## config.mk

```make
export PLATFORM = sky130hd
export DESIGN_NAME = rf_writeback
export DESIGN_NICKNAME = d
export VERILOG_FILES = /design/src/rtl/rf_writeback_pkg.sv /design/src/rtl/wb_fifo2.sv /design/src/rtl/rf_writeback.sv
export SDC_FILE = /design/constraint.sdc
export NUM_CORES = 1
export LEC_CHECK = 0
export CORE_MARGIN = 2
export CORE_UTILIZATION = 35
export CTS_CLUSTER_SIZE = 8
export DETAILED_ROUTE_END_ITERATION = 6
export SETUP_SLACK_MARGIN = 0.15
export SLEW_MARGIN = 20
export SYNTH_ARGS = -nofsm -noshare
export SYNTH_HDL_FRONTEND = slang
export SYNTH_SLANG_ARGS = --single-unit
export TNS_END_PERCENT = 1
```

## constraint.sdc

```tcl
create_clock -name clk -period 10.8 [get_ports clk]
set_clock_uncertainty 0.15 [all_clocks]
set_input_delay 1.62 -clock clk [delete_from_list [all_inputs] [get_ports clk]]
set_output_delay 1.62 -clock clk [all_outputs]
set_load 0.01 [all_outputs]
```

## src/rtl/rf_writeback_pkg.sv

```systemverilog
// Shared widths and the writeback entry record {addr, data}, reused by the
// register file bypass logic.
package rf_writeback_pkg;

   localparam int unsigned RF_ADDR_WIDTH = 5;
   localparam int unsigned DATA_WIDTH    = 32;

   typedef struct packed {
      logic [RF_ADDR_WIDTH-1:0] addr;
      logic [DATA_WIDTH-1:0]    data;
   } wb_entry_t;

endpackage

```

## src/rtl/wb_fifo2.sv

```systemverilog
// 2-in/2-out circular buffer of writeback entries.
// Ports:
//   clk, rst_n        clock, synchronous active-low reset (pointers/count only)
//   enq_cnt           number of entries pushed this cycle (0..2)
//   enq_0, enq_1      pushed entries, enq_0 is older and lands at tail
//   deq_cnt           number of entries popped this cycle (0..2)
//   head_0, head_1    entries at head and head+1
//   count             number of valid entries
//   valid, addrs      per-slot valid flag and destination address
module wb_fifo2
   import rf_writeback_pkg::*;
#(
   parameter int unsigned DEPTH = 4
) (
   input  logic                                clk,
   input  logic                                rst_n,
   input  logic [1:0]                          enq_cnt,
   input  wb_entry_t                           enq_0,
   input  wb_entry_t                           enq_1,
   input  logic [1:0]                          deq_cnt,
   output wb_entry_t                           head_0,
   output wb_entry_t                           head_1,
   output logic [$clog2(DEPTH+1)-1:0]          count,
   output logic [DEPTH-1:0]                    valid,
   output logic [DEPTH-1:0][RF_ADDR_WIDTH-1:0] addrs
);

   localparam int unsigned PW = $clog2(DEPTH);
   localparam int unsigned CW = $clog2(DEPTH+1);

   logic [PW-1:0] head;
   logic [PW-1:0] tail;
   wb_entry_t     mem [DEPTH];

   // Pointer and occupancy update; pointers wrap naturally at DEPTH (power of two)
   always_ff @(posedge clk) begin
      if (!rst_n) begin
         head  <= '0;
         tail  <= '0;
         count <= '0;
      end else begin
         head  <= head + PW'(deq_cnt);
         tail  <= tail + PW'(enq_cnt);
         count <= count + CW'(enq_cnt) - CW'(deq_cnt);
      end
   end

   // Entry storage is deliberately left out of reset
   always_ff @(posedge clk) begin
      if (enq_cnt != 2'd0) mem[tail] <= enq_0;
      if (enq_cnt == 2'd2) mem[tail + PW'(1)] <= enq_1;
   end

   assign head_0 = mem[head];
   assign head_1 = mem[head + PW'(1)];

   // A slot is valid when its distance from head is below count
   always_comb begin
      valid = '0;
      addrs = '0;
      for (int unsigned i = 0; i < DEPTH; i++) begin
         valid[i] = CW'(PW'(i) - head) < count;
         addrs[i] = mem[i].addr;
      end
   end

endmodule

```

## src/rtl/rf_writeback.sv

```systemverilog
// Dual-lane writeback buffer between execute/memory and the two register
// file write ports. Drops x0 writes, never writes one register twice in a
// cycle, and reports in-flight destinations for issue stalls.
// Ports:
//   clk, rst_n                    clock, synchronous active-low reset
//   inValid_x/inAddr_x/inData_x   incoming results, lane 0 older than lane 1
//   inReady                       both lanes may be presented this cycle
//   wEN_x/wAddr_x/wData_x         register file write ports
//   qAddr_x / qBusy_x             hazard query: register has a queued write
//   empty                         no entries queued
module rf_writeback
   import rf_writeback_pkg::*;
#(
   parameter int unsigned DEPTH = 4
) (
   input  logic                     clk,
   input  logic                     rst_n,
   input  logic                     inValid_0,
   input  logic [RF_ADDR_WIDTH-1:0] inAddr_0,
   input  logic [DATA_WIDTH-1:0]    inData_0,
   input  logic                     inValid_1,
   input  logic [RF_ADDR_WIDTH-1:0] inAddr_1,
   input  logic [DATA_WIDTH-1:0]    inData_1,
   output logic                     inReady,
   output logic                     wEN_0,
   output logic [RF_ADDR_WIDTH-1:0] wAddr_0,
   output logic [DATA_WIDTH-1:0]    wData_0,
   output logic                     wEN_1,
   output logic [RF_ADDR_WIDTH-1:0] wAddr_1,
   output logic [DATA_WIDTH-1:0]    wData_1,
   input  logic [RF_ADDR_WIDTH-1:0] qAddr_0,
   input  logic [RF_ADDR_WIDTH-1:0] qAddr_1,
   output logic                     qBusy_0,
   output logic                     qBusy_1,
   output logic                     empty
);

   localparam int unsigned CW = $clog2(DEPTH+1);

   wb_entry_t                           lane_0;
   wb_entry_t                           lane_1;
   wb_entry_t                           enq_0;
   wb_entry_t                           head_0;
   wb_entry_t                           head_1;
   logic [1:0]                          enq_cnt;
   logic [1:0]                          deq_cnt;
   logic                                keep_0;
   logic                                keep_1;
   logic [CW-1:0]                       count;
   logic [DEPTH-1:0]                    valid;
   logic [DEPTH-1:0][RF_ADDR_WIDTH-1:0] addrs;

   // Conservative ready: room for two entries regardless of how many lanes fire
   assign inReady = rst_n & (count <= CW'(DEPTH - 2));

   // x0 results are consumed but never queued
   assign keep_0 = inValid_0 & inReady & (inAddr_0 != '0);
   assign keep_1 = inValid_1 & inReady & (inAddr_1 != '0);

   assign lane_0  = '{addr: inAddr_0, data: inData_0};
   assign lane_1  = '{addr: inAddr_1, data: inData_1};
   assign enq_cnt = {1'b0, keep_0} + {1'b0, keep_1};
   // Compact survivors so the older one always lands at tail
   assign enq_0   = keep_0 ? lane_0 : lane_1;

   // Same-address pair retires one per cycle so the younger value lands last
   assign wEN_0   = rst_n & (count != '0);
   assign wEN_1   = rst_n & (count >= CW'(2)) & (head_1.addr != head_0.addr);
   assign wAddr_0 = head_0.addr;
   assign wData_0 = head_0.data;
   assign wAddr_1 = head_1.addr;
   assign wData_1 = head_1.data;
   assign deq_cnt = {1'b0, wEN_0} + {1'b0, wEN_1};

   assign empty   = ~rst_n | (count == '0);

   // Hazard compare over all valid entries, including those retiring now
   always_comb begin
      qBusy_0 = 1'b0;
      qBusy_1 = 1'b0;
      for (int unsigned i = 0; i < DEPTH; i++) begin
         if (valid[i] && addrs[i] == qAddr_0) qBusy_0 = 1'b1;
         if (valid[i] && addrs[i] == qAddr_1) qBusy_1 = 1'b1;
      end
      if (!rst_n || qAddr_0 == '0) qBusy_0 = 1'b0;
      if (!rst_n || qAddr_1 == '0) qBusy_1 = 1'b0;
   end

   wb_fifo2 #(.DEPTH(DEPTH)) u_fifo (
      .clk     (clk),
      .rst_n   (rst_n),
      .enq_cnt (enq_cnt),
      .enq_0   (enq_0),
      .enq_1   (lane_1),
      .deq_cnt (deq_cnt),
      .head_0  (head_0),
      .head_1  (head_1),
      .count   (count),
      .valid   (valid),
      .addrs   (addrs)
   );

endmodule
```

-- Word-level counts from Yosys, hierarchy flattened
Memory sizes are Yosys's and may differ from the RTL's. A register that Yosys moved wholly into a read port is not among the register bits.
Index checks and enable logic that the tools add are counted.
- add/sub/neg operators: 12
- $mul: 0
- divide/modulo/power cells: 0
- order comparisons: 6
- equal/unequal tests: 10
- shift-type cells: 0
- mux-type cells: 16
- bitwise gates (word level): 10
- reductions and logical operators: 18
- operators by type and width (operator ; count):
    $eq A5 B5 Y1 ; 8
    $mux W37 ; 1
    $mux W1 ; 14
    $lt A3 B3 Y1 ; 4
    $logic_not A5 Y1 ; 2
    $reduce_bool A5 Y1 ; 2
    $and A1 B1 Y1 ; 8
    $logic_and A1 B1 Y1 ; 8
    $sub A1 B2 Y3 const A ; 2
    $sub A2 B2 Y3 const A ; 2
    $ne A5 B5 Y1 ; 1
    $add A1 B1 Y2 ; 2
    $add A2 B1 Y2 const B ; 2
    $add A2 B2 Y2 ; 2
    $add A3 B2 Y3 ; 1
    $ge A3 B2 Y1 const B ; 1
    $le A3 B2 Y1 const B ; 1
    $logic_not A3 Y1 ; 1
    $reduce_bool A3 Y1 ; 1
    $sub A3 B2 Y3 ; 1
    $eq A2 B2 Y1 const B ; 1
    $logic_or A1 B1 Y1 ; 2
    $mux W2 ; 1
    $reduce_bool A2 Y1 ; 1
    other kinds (3) ; 3
- register bits: 7
- latch bits: 0
- bits in writable memories: 148
- bits in read-only memories: 0
- input port bits: 88
- word-level logic and storage cells: 76
- memories kept: 1
- memory list (memory ; depth ; width ; rd ports ; clocked after memory_dff ; wr ports ; RTL line ; RTL):
    u_fifo.mem ; 4 ; 37 ; 6 ; 1 ; 2 ; wb_fifo2.sv:33 ; wb_entry_t mem [DEPTH];

-- Longest topological paths before layout
Gate-level depths: netlist (run 1).
- depth in word-level cells: 8
- mapped depth: 19
- mapped depth without buffers: 14

-- Hierarchy
Synthesis (run 1) repeated with hierarchy kept, for this count alone.
- cell total of the unflattened synthesis: 624
- area total of the unflattened synthesis: 10057.1 µm²
- by module, submodules not included (module ; instances ; cells an instance ; area an instance (µm²)):
    wb_fifo2 ; 1 ; 487 ; 8822.2
    rf_writeback ; 1 ; 137 ; 1234.9

-- Worst setup path after synthesis (run 1)
OpenSTA, ideal clock, no wires.
- path kind: input to register
- from: in rst_n
- to: mem u_fifo.mem[1][0] in the netlist's numbering (enable)
- library setup time: 0.485 ns
- arrival time: 5.307 ns
- path slack: 4.858 ns
- cell stages on the path: 7
- buffers on the path: 0
- path through: inv_1 a211oi_4 o211ai_4 inv_1 ha_1 nor2_1 nor3b_1
- RTL lines (item ; RTL line ; RTL):
    start, declared ; rf_writeback.sv:17 ; input logic rst_n,
    end, declared ; wb_fifo2.sv:33 ;

-- Worst setup path in the final report (run 1)
- from: reg u_fifo.head[0]
- to: out wEN_1
- longest elaborated chain between the ends: 4
- RTL lines (item ; RTL line ; RTL):
    start, declared ; wb_fifo2.sv:31 ; logic [PW-1:0] head;
    start signal, assigned ; wb_fifo2.sv:42 ; head <= head + PW'(deq_cnt);
    $add A2 B1 Y2 ; wb_fifo2.sv:55 ; assign head_1 = mem[head + PW'(1)];
    $mem_v2 Z4 W37 ; n/a ;
    $ne A5 B5 Y1 ; rf_writeback.sv:68 ; assign wEN_1 = rst_n & (count >= CW'(2)) & (head_1.addr != head_0.addr);
    $and A1 B1 Y1 ; rf_writeback.sv:68 ;
    end, declared ; rf_writeback.sv:28 ; output logic wEN_1,
Every way passes these cells.

==> qor.yml, run 1 <==
yosys:
  syn-mean-instance-area_sq_um: 16.4
  main_combinational_cell_family_by_area_after_synthesis: "multiplexers"
  yosysTopAreaCell: "edfxtp_1"
  simple_logic_cell_fraction_of_the_synthesized_area: 0.0277
  post_synth_main_area_contributors: "edfxtp_1 47%, mux4_2 18%, mux2_2 18%, xnor2_1 2.4%, xor2_1 2.3%"
  synthXorXnorAreaFrac: 0.0476
  post-synth-top-area-fraction: 0.473
  synth_compound_gate_area_share: 0.0185
  yosys_warnings: 0
  yosys.area_share.adder: 0.0256
  synthCells: 572
  synthesis.area_sq_mm: 0.00939
  ys_seq_elements: 155
  yosysSeqAreaShare: 0.488
  muxShareOfSynthArea: 0.356
  synth_cell_type_count: 43
  syn-num-nets: 678
critical_path:
  critical_path.endpoint_type: "output pin"
  critical_path_cell_count: 6
  cp.arrival_ps: 3980
  worst_path_max_delay_cell: "ha_4"
  ff2ff_path_depth: 13
  worst-setup-path-type: "flop to output pin"
  cp-start-kind: "flop"
  critPathRequiredTime_ps: 9030
  timing.critical_path.cells: "inv_1 > ha_4 > mux4_2 > xnor2_1 > a31oi_1 > clkdlybuf4s50_1"
  cp.buffers_inverters: 2
  worst_path_largest_cell_delay_ps: 890
  timing.critical_path.fanout_max: 39
  cp_top_family: "adder cells"
clock_tree:
  cts.root.buffer_cell: "clkbuf_16"
  numCtsBuffers: 17
  clkSlewWorstSetupHoldPaths_ps: 60
  post_cts_hold_fix_bufs: 0
  cts_tree: "built"
  clkLatencyLatePin_ps: 420
  post_cts_resized: 0
  clock_sinks: 155
  cts_htree_levels: 4
  cts_setup_buffers: 0
  ctsLongestPathBuffers: 2
detailed_routing:
  iteration_0_drc_markers: 387
  detail_route.wirelength_mm: 25.7
  firstDrtPassIters: 6
  post_drt_wl_per_cell_um: 23.9
  num_vias: 5858
  detail_route.drc_violations: 0
  viasPerCell: 5.45
  postRouteAntennaNets: 0
power_and_ir_drop:
  irDropWorstVdd_mv: 0.152
  power.leakage_uw: 0.00386
  ratio_of_total_power_to_cell_area_mw_per_mm2: 247
  p_total_uw: 2940
sta:
  period_utilisation_layout: 0.532
  setup_repair_after_global_routing_missed_its_margin: "no"
  worst_margin_slew_ps: 997
  timing.final.hold_violations: 0
  timing.final.crit_period_ps: 5750
  max_freq_mhz: 174
  setup_failing_eps_final: 0
  fin_tns_setup_ps: 0
  hold_slack_ps: 507
  max_slew_margin: 0.335
  final_max_slew_viol_count: 0
die:
  core_region_area_sq_mm: 0.0262
  num_rows: 59
  fp.dieW_um: 168
  floorplan.die.height_um: 168
  starting_density_of_the_core: 0.358
  ioPinCount: 168
  floorplan.die_area_sq_mm: 0.0282
flow_run:
  drv.max_cap_violation_count: 0
placement:
  dpl.hpwl_mm: 16.8
  routabilityCongestion: 0.894
  dpl.cell_count: 1042
  place.port_buffers: 167
grt:
  groute.usage.overall: 0.185
  grt_pass1_vias: 6468
  grt-ovfl-total: 0
  grt_antenna_before_repair: 3
  grt_first_pass_wirelength_mm: 39.0
  grt_max_degree: 43
worst_hold_path:
  holdCritPathClass: "flop to flop"
  worst_hold_path.num_cells: 3
final_layout:
  nNetsFinal: 832
  layout-area-overhead-vs-synth_pct: 26.5
  finish.cell_count_without_fillers: 1075
  layout_commonest_cell: "clkdlybuf4s50_1"
  most-common-layout-cells: "167 x clkdlybuf4s50_1, 148 x edfxtp_1, 146 x mux2_2"
  drive_gt1_frac: 0.375
run_status:
  run_status: "complete, no violations"
[cell usage after synthesis, drive strengths merged]
cell type,number
a21oi,4
clkbuf,16
nand4,3
nand2,3
mux4,74
buf,27
o211ai,2
a22oi,1
a31oi,4
nand3b,1
a211oi,1
nor2b,1
xor2,25
inv,15
nand3,5
edfxtp,148
nor3b,1
ha,16
or4,4
and3b,1
nand2b,2
nor4b,1
a21o,3
o31ai,1
and2,4
xnor2,26
a21boi,1
nand4b,1
a32o,1
mux2,148
o21ai,5
fa,2
nor3,9
nor2,9
dfxtp,7
[power breakdown]
part	switching [uW]	internal, uW	leakage [uW]
Sequential	83.9	792	0.00142
Combinational	683	826	0.00220
Clock	253	299	0.000245
[through the flow]
| step | worst slack [ps] | utilization | area [sq um] |
|---|---|---|---|
| 2_1_floorplan | 4860 | - | 9390 |
| 3_3_place_gp | 5420 | 0.432 | 11300 |
| 3_5_place_dp | 5390 | 0.432 | 11300 |
| 4_1_cts | 4930 | 0.453 | 11900 |
| 5_1_grt | 4710 | 0.453 | 11900 |
| 6_report | 5050 | 0.453 | 11900 |
[registers in the layout, summed over array words and instances, names as in the netlist]
| register | count |
|---|---|
| u_fifo.tail | 2 |
| u_fifo.mem | 148 |
| u_fifo.head | 2 |
| u_fifo.count | 3 |
[worst register-to-register path: stages (launching register included)]
cell     delay (ps)
dfxtp_4         740
inv_1           180
ha_4            890
mux4_2          630
xor2_1          160
nor3_1          180
a31oi_1         170
ha_1            300
fa_1            500
inv_1            60
fa_1            430
xor2_1          170
xnor2_1         140
nor2_1           50
[area by class of cell]
type                       instances  area (sq um)
inverter                          15          56.3
sequential                       155          4590
clock inverter                    13           109
timing repair buffer             178          1750
fill                            2296         14300
tap                              335           419
multi-input combinational        359          4510
antenna                            1          2.50
clock buffer                      19           433
[worst paths after layout]
path | startpoint | endpoint | slack (ps)
worst max-delay path | u_fifo.head[0] | wEN_1 | 5050
worst min-delay path | u_fifo.head[1] | u_fifo.head[1] | 510
worst max register to register | u_fifo.head[0] | u_fifo.count[2] | 5940
worst min register to register | u_fifo.head[1] | u_fifo.head[1] | 510
[routing by layer]
layer  share of wire  vias to the layer above  track usage
li1                -                     2606            -
met1            0.41                     3035        0.226
met2            0.51                      184        0.323
met3           0.067                       31       0.0545
met4           0.015                        2       0.0495
met5         0.00062                        -            0
[cell families (layout without fill, tap and decap cells)]
logic type	count (synthesis)	in the layout
mux	222	222
flops	155	155
buf+inv	58	225
xor+xnor	51	51
simple gates	45	45
compound gates	23	23
fa+ha+maj	18	18
other cells	0	1
No activity file was read; power rests on OpenSTA's default activity.
==> inputs of run 2 (changes only) <==
==> constraint.sdc (replaced) <==
create_clock -name clk -period 6.05 [get_ports clk]
set_clock_uncertainty 0.15 [all_clocks]
set_input_delay 0.9075 -clock clk [delete_from_list [all_inputs] [get_ports clk]]
set_output_delay 0.9075 -clock clk [all_outputs]
set_load 0.01 [all_outputs]
==> run 2 against run 1 <==
Critical path depth increased by 3; power is 85% higher; via count down 0.41%; worst setup slack got worse by 3800 ps; non-clock buffer count up 3.
==> qor.yml, run 2 (synthesized netlist as in run 1, its figures left out) <==
placement:
  dpl.hpwl_mm: 17.3
  placedInstanceArea_sq_mm: 0.0114
  place.port_buffers: 167
  routabilityCongestion: 0.864
die:
  floorplan.die_area_sq_mm: 0.0282
  floorplan.die.height_um: 168
  ioPinCount: 168
  core_region_area_sq_mm: 0.0262
  fp.dieW_um: 168
  starting_density_of_the_core: 0.358
  num_rows: 59
clock_tree:
  clkSlewWorstSetupHoldPaths_ps: 70
  ctsLongestPathBuffers: 2
  cts.root.buffer_cell: "clkbuf_16"
  clkLatencyLatePin_ps: 420
  cts_setup_buffers: 0
  post_cts_resized: 0
  numCtsBuffers: 17
  cts_htree_levels: 4
  clock_sinks: 155
  post_cts_hold_fix_bufs: 0
  cts_tree: "built"
critical_path:
  cp.arrival_ps: 3760
  critical_path.endpoint_type: "output pin"
  crit_path_start: "u_fifo.head[0]"
  cp-start-kind: "flop"
  worst-setup-path-type: "flop to output pin"
  timing.critical_path.fanout_max: 37
  reg2reg_from: "u_fifo.head[0]"
  critPathRequiredTime_ps: 4990
detailed_routing:
  postRouteAntennaNets: 0
  viasPerCell: 5.41
  iteration_0_drc_markers: 460
  m1WireLength_mm: 11.2
  detail_route.drc_violations: 0
  post_drt_wl_per_cell_um: 24.1
  firstDrtPassIters: 7
  num_vias: 5834
  met3_length_mm: 1.89
  detail_route.wirelength_mm: 26.0
  dr_wl_met2_mm: 12.8
  route.top_layer_used: "met4"
worst_hold_path:
  worstHoldStart: "u_fifo.head[1]"
  holdCritPathClass: "flop to flop"
power_and_ir_drop:
  clockPowerShare: 0.217
  irDropWorstVdd_mv: 0.194
  p_comb_frac: 0.495
  power.leakage_uw: 0.00395
  power.net_switching_uw: 1790
  netSwitchingFraction: 0.331
  power.internal_uw: 3630
  ratio_of_total_power_to_cell_area_mw_per_mm2: 452
  power.share.sequential: 0.288
sta:
  max_freq_mhz: 207
  period_utilisation_layout: 0.797
  setup_failing_eps_final: 0
  worst_margin_slew_ps: 1050
  setup_repair_after_global_routing_missed_its_margin: "no"
  fin_tns_setup_ps: 0
  max_slew_margin: 0.303
  timing.final.hold_violations: 0
  hold_slack_ps: 523
  timing.final.crit_period_ps: 4820
  final_max_slew_viol_count: 0
grt:
  groute.usage.overall: 0.187
  grt_antenna_before_repair: 2
  grt_max_degree: 45
  grt_first_pass_wirelength_mm: 39.2
  grt-ovfl-total: 0
  grt_pass1_vias: 6451
flow_run:
  drv.max_cap_violation_count: 0
final_layout:
  max_flop_register: "u_fifo.mem"
  most-common-layout-cells: "167 x clkdlybuf4s50_1, 148 x edfxtp_1, 146 x mux2_2"
  final_design_area_no_fill_sq_mm: 0.0120
  drive_gt1_frac: 0.377
  layout_commonest_cell: "clkdlybuf4s50_1"
  fill_cell_total_of_the_finished_layout: 2276
  layout-area-overhead-vs-synth_pct: 28.0
  largest_register_ffs: 148
  largestRegisters: "u_fifo.mem (148), u_fifo.count (3)"
  nNetsFinal: 835
run_status:
  run_status: "complete, no violations"
## run 2: stage by stage
stage               total power [uW]  setup slack, ps  std cells   util
global route                    5710              969       1077  0.458
finish                          5430             1230       1079  0.459
floorplan                       3110              820        572      -
CTS                             5510             1120       1077  0.458
global placement                4290             1450       1045  0.434
detailed placement              4300             1340       1045  0.434
## run 2: worst paths after layout
check             slack, ps  cells past startpoint               to
setup / recovery       1230                      9          qBusy_1
hold / removal          520                      3   u_fifo.head[1]
setup reg to reg       1450                     13  u_fifo.count[2]
hold reg to reg         520                      3   u_fifo.head[1]
## run 2: layout make-up
cell class / count / area, sq um / share of cell area
well taps: 335 / 419 / 0.0349
clock buffers: 18 / 429 / 0.0357
inverters: 15 / 56.3 / 0.00468
repair buffers: 181 / 1790 / 0.149
clock inverters: 14 / 219 / 0.0182
multi-input cells: 359 / 4510 / 0.375
flip-flops and latches: 155 / 4590 / 0.382
diodes: 2 / 5.00 / 0.000416
## run 2: routing by layer
| metal | vias to the layer above | global-route usage |
|---|---|---|
| li1 | 2609 | - |
| met1 | 3030 | 0.242 |
| met2 | 181 | 0.316 |
| met3 | 14 | 0.0557 |
| met4 | 0 | 0.0310 |
| met5 | - | 0 |
## run 2: power groups by stage
stage | Combinational (uW) | Clock [uW] | Sequential, uW
detailed placement | 2720 | 0 | 1590
floorplan | 1600 | 0 | 1510
CTS | 2750 | 1200 | 1560
global placement | 2720 | 0 | 1570
finish | 2690 | 1180 | 1560
global route | 2880 | 1240 | 1590
## run 2: critical path, stage by stage, from the launching register on
cell	delay [ps]
dfxtp_4	760
inv_1	180
ha_4	670
inv_1	100
ha_1	300
a21o_1	160
a21oi_1	250
nand4_1	130
a31oi_1	220
clkdlybuf4s50_1	570
==> inputs of run 3 (changes only) <==
==> constraint.sdc (replaced) <==
create_clock -name clk -period 4.5 [get_ports clk]
set_clock_uncertainty 0.15 [all_clocks]
set_input_delay 0.675 -clock clk [delete_from_list [all_inputs] [get_ports clk]]
set_output_delay 0.675 -clock clk [all_outputs]
set_load 0.01 [all_outputs]
==> run 3 against run 2 <==
Flip-flop and latch count stayed put; largest power group unchanged; hold slack worse by 34 ps; power rose by 32%; largest cell class unchanged; die area stayed put; clock power grew 19%; non-clock buffer count rose by 9; critical path depth is 3 higher; sequential share of layout area about the same; combinational power increased by 38%.
==> qor.yml, run 3 (synthesized netlist as in run 1, its figures left out) <==
placement:
  routabilityCongestion: 0.850
  place.port_buffers: 167
  dpl.hpwl_mm: 17.7
worst_hold_path:
  holdCritPathClass: "flop to flop"
  worst_hold_path.num_cells: 3
  worstHoldStart: "u_fifo.head[1]"
final_layout:
  largest_register_ffs: 148
  nNetsFinal: 844
  most-common-layout-cells: "167 x clkdlybuf4s50_1, 148 x edfxtp_1, 146 x mux2_2"
  diodes: 0
  layout_commonest_cell: "clkdlybuf4s50_1"
  largestRegisters: "u_fifo.mem (148), u_fifo.count (3)"
  finalCoreUtilization: 0.459
  layout-area-overhead-vs-synth_pct: 28.0
  max_flop_register: "u_fifo.mem"
  drive_gt1_frac: 0.385
clock_tree:
  post_cts_hold_fix_bufs: 0
  clkSlewWorstSetupHoldPaths_ps: 70
  cts_setup_buffers: 0
  clock_sinks: 155
  cts.root.buffer_cell: "clkbuf_16"
  ctsLongestPathBuffers: 2
  cts_htree_levels: 4
  cts_tree: "built"
  clkLatencyLatePin_ps: 420
  numCtsBuffers: 17
  post_cts_resized: 0
detailed_routing:
  firstDrtPassIters: 4
  iteration_0_drc_markers: 363
  post_drt_wl_per_cell_um: 23.8
  viasPerCell: 5.41
  num_vias: 5876
  detail_route.drc_violations: 0
  postRouteAntennaNets: 0
  detail_route.wirelength_mm: 25.9
die:
  fp.dieW_um: 168
  ioPinCount: 168
  floorplan.die_area_sq_mm: 0.0282
  num_rows: 59
  core_region_area_sq_mm: 0.0262
  floorplan.die.height_um: 168
  starting_density_of_the_core: 0.358
sta:
  max_freq_mhz: 263
  period_utilisation_layout: 0.845
  timing.final.hold_violations: 0
  final_max_slew_viol_count: 0
  hold_slack_ps: 489
  timing.final.crit_period_ps: 3800
  setup_failing_eps_final: 0
  setup_repair_after_global_routing_missed_its_margin: "no"
  worst_margin_slew_ps: 862
  max_slew_margin: 0.425
critical_path:
  cp-start-kind: "flop"
  worstSetupEndpoint: "u_fifo.count[2]"
  crit_path_start: "u_fifo.head[0]"
  timing.critical_path.fanout_max: 13
  reg2reg_setup_slack_ps: 700
  critical_path.endpoint_type: "flop"
  cp.arrival_ps: 3960
  critical_path.reg2reg.endpoint: "u_fifo.count[2]"
  worst-setup-path-type: "flop to flop"
  critPathRequiredTime_ps: 4660
  reg2reg_from: "u_fifo.head[0]"
  ff2ff_path_depth: 12
flow_run:
  drv.max_cap_violation_count: 0
power_and_ir_drop:
  irDropWorstVdd_mv: 0.301
  power.leakage_uw: 0.00395
  ratio_of_total_power_to_cell_area_mw_per_mm2: 596
grt:
  grt_pass1_vias: 6401
  grt_max_degree: 50
  grt_antenna_before_repair: 1
  grt-ovfl-total: 0
  grt_first_pass_wirelength_mm: 39.5
  groute.usage.overall: 0.188
run_status:
  run_status: "complete, no violations"
run 3: changes by cell type in the layout (fill, tap and decap cells not counted):
| cell | previous run | this run |
|---|---|---|
| clkinvlp_4 | 0 | 4 |
| diode_2 | 2 | 0 |
| inv_6 | 1 | 4 |
| nor3b_4 | 0 | 1 |
| buf_4 | 13 | 20 |
| inv_8 | 1 | 2 |
| nor3b_2 | 1 | 0 |
| bufinv_16 | 5 | 1 |
| clkinv_2 | 2 | 1 |
| buf_6 | 0 | 1 |
| buf_12 | 1 | 2 |
| clkinv_4 | 4 | 1 |
run 3: critical path, cell delays in order (launching register included):
cell and delay [ps]:
dfxtp_4 440, inv_1 100, ha_4 350, mux4_2 550, xnor2_1 300, a31oi_1 180, ha_1 280, fa_1 490
inv_1 60, fa_1 420, xor2_1 170, xnor2_1 130, nor2_1 50
run 3: cell type report:
| cell class | count | area (sq um) |
|---|---|---|
| Fill cell | 2309 | 14200 |
| Inverter | 15 | 56.3 |
| Multi-Input combinational cell | 359 | 4520 |
| Timing Repair Buffer | 190 | 1870 |
| Sequential cell | 155 | 4590 |
| Tap cell | 335 | 419 |
| Clock buffer | 18 | 429 |
| Clock inverter | 14 | 135 |
run 3: worst min path at each step:
stage / endpoint / slack (ps)
finish: u_fifo.head[1] / 490
floorplan: u_fifo.tail[0] / 410
CTS: u_fifo.head[1] / 490
global route: u_fifo.head[1] / 550
detailed placement: u_fifo.head[1] / 480
global placement: u_fifo.head[1] / 480
run 3: per-layer routing:
layer,up-vias,part of all wire,global-route usage
met5,-,0,0
met4,0,0.018,0.0563
li1,2623,-,-
met1,3030,0.43,0.245
met2,192,0.48,0.307
met3,31,0.073,0.0534
run 3: report_power, final:
part / total (uW) / internal (uW) / switching [uW]
clock: 1400 / 773 / 623
combinational: 3700 / 2020 / 1680
sequential: 2070 / 1900 / 164
run 3: metrics by stage:
step | setup WS, ps | power [uW] | std cells | TNS [ps] | instance area, sq um
6_report | 698 | 7160 | 1086 | 0 | 12000
5_1_grt | 488 | 7530 | 1086 | 0 | 12000
4_1_cts | 676 | 7250 | 1085 | 0 | 12000
3_5_place_dp | 498 | 5820 | 1053 | 0 | 11400
3_3_place_gp | 541 | 5800 | 1053 | 0 | 11400
2_1_floorplan | -445 | 4180 | 572 | -15860 | 9400
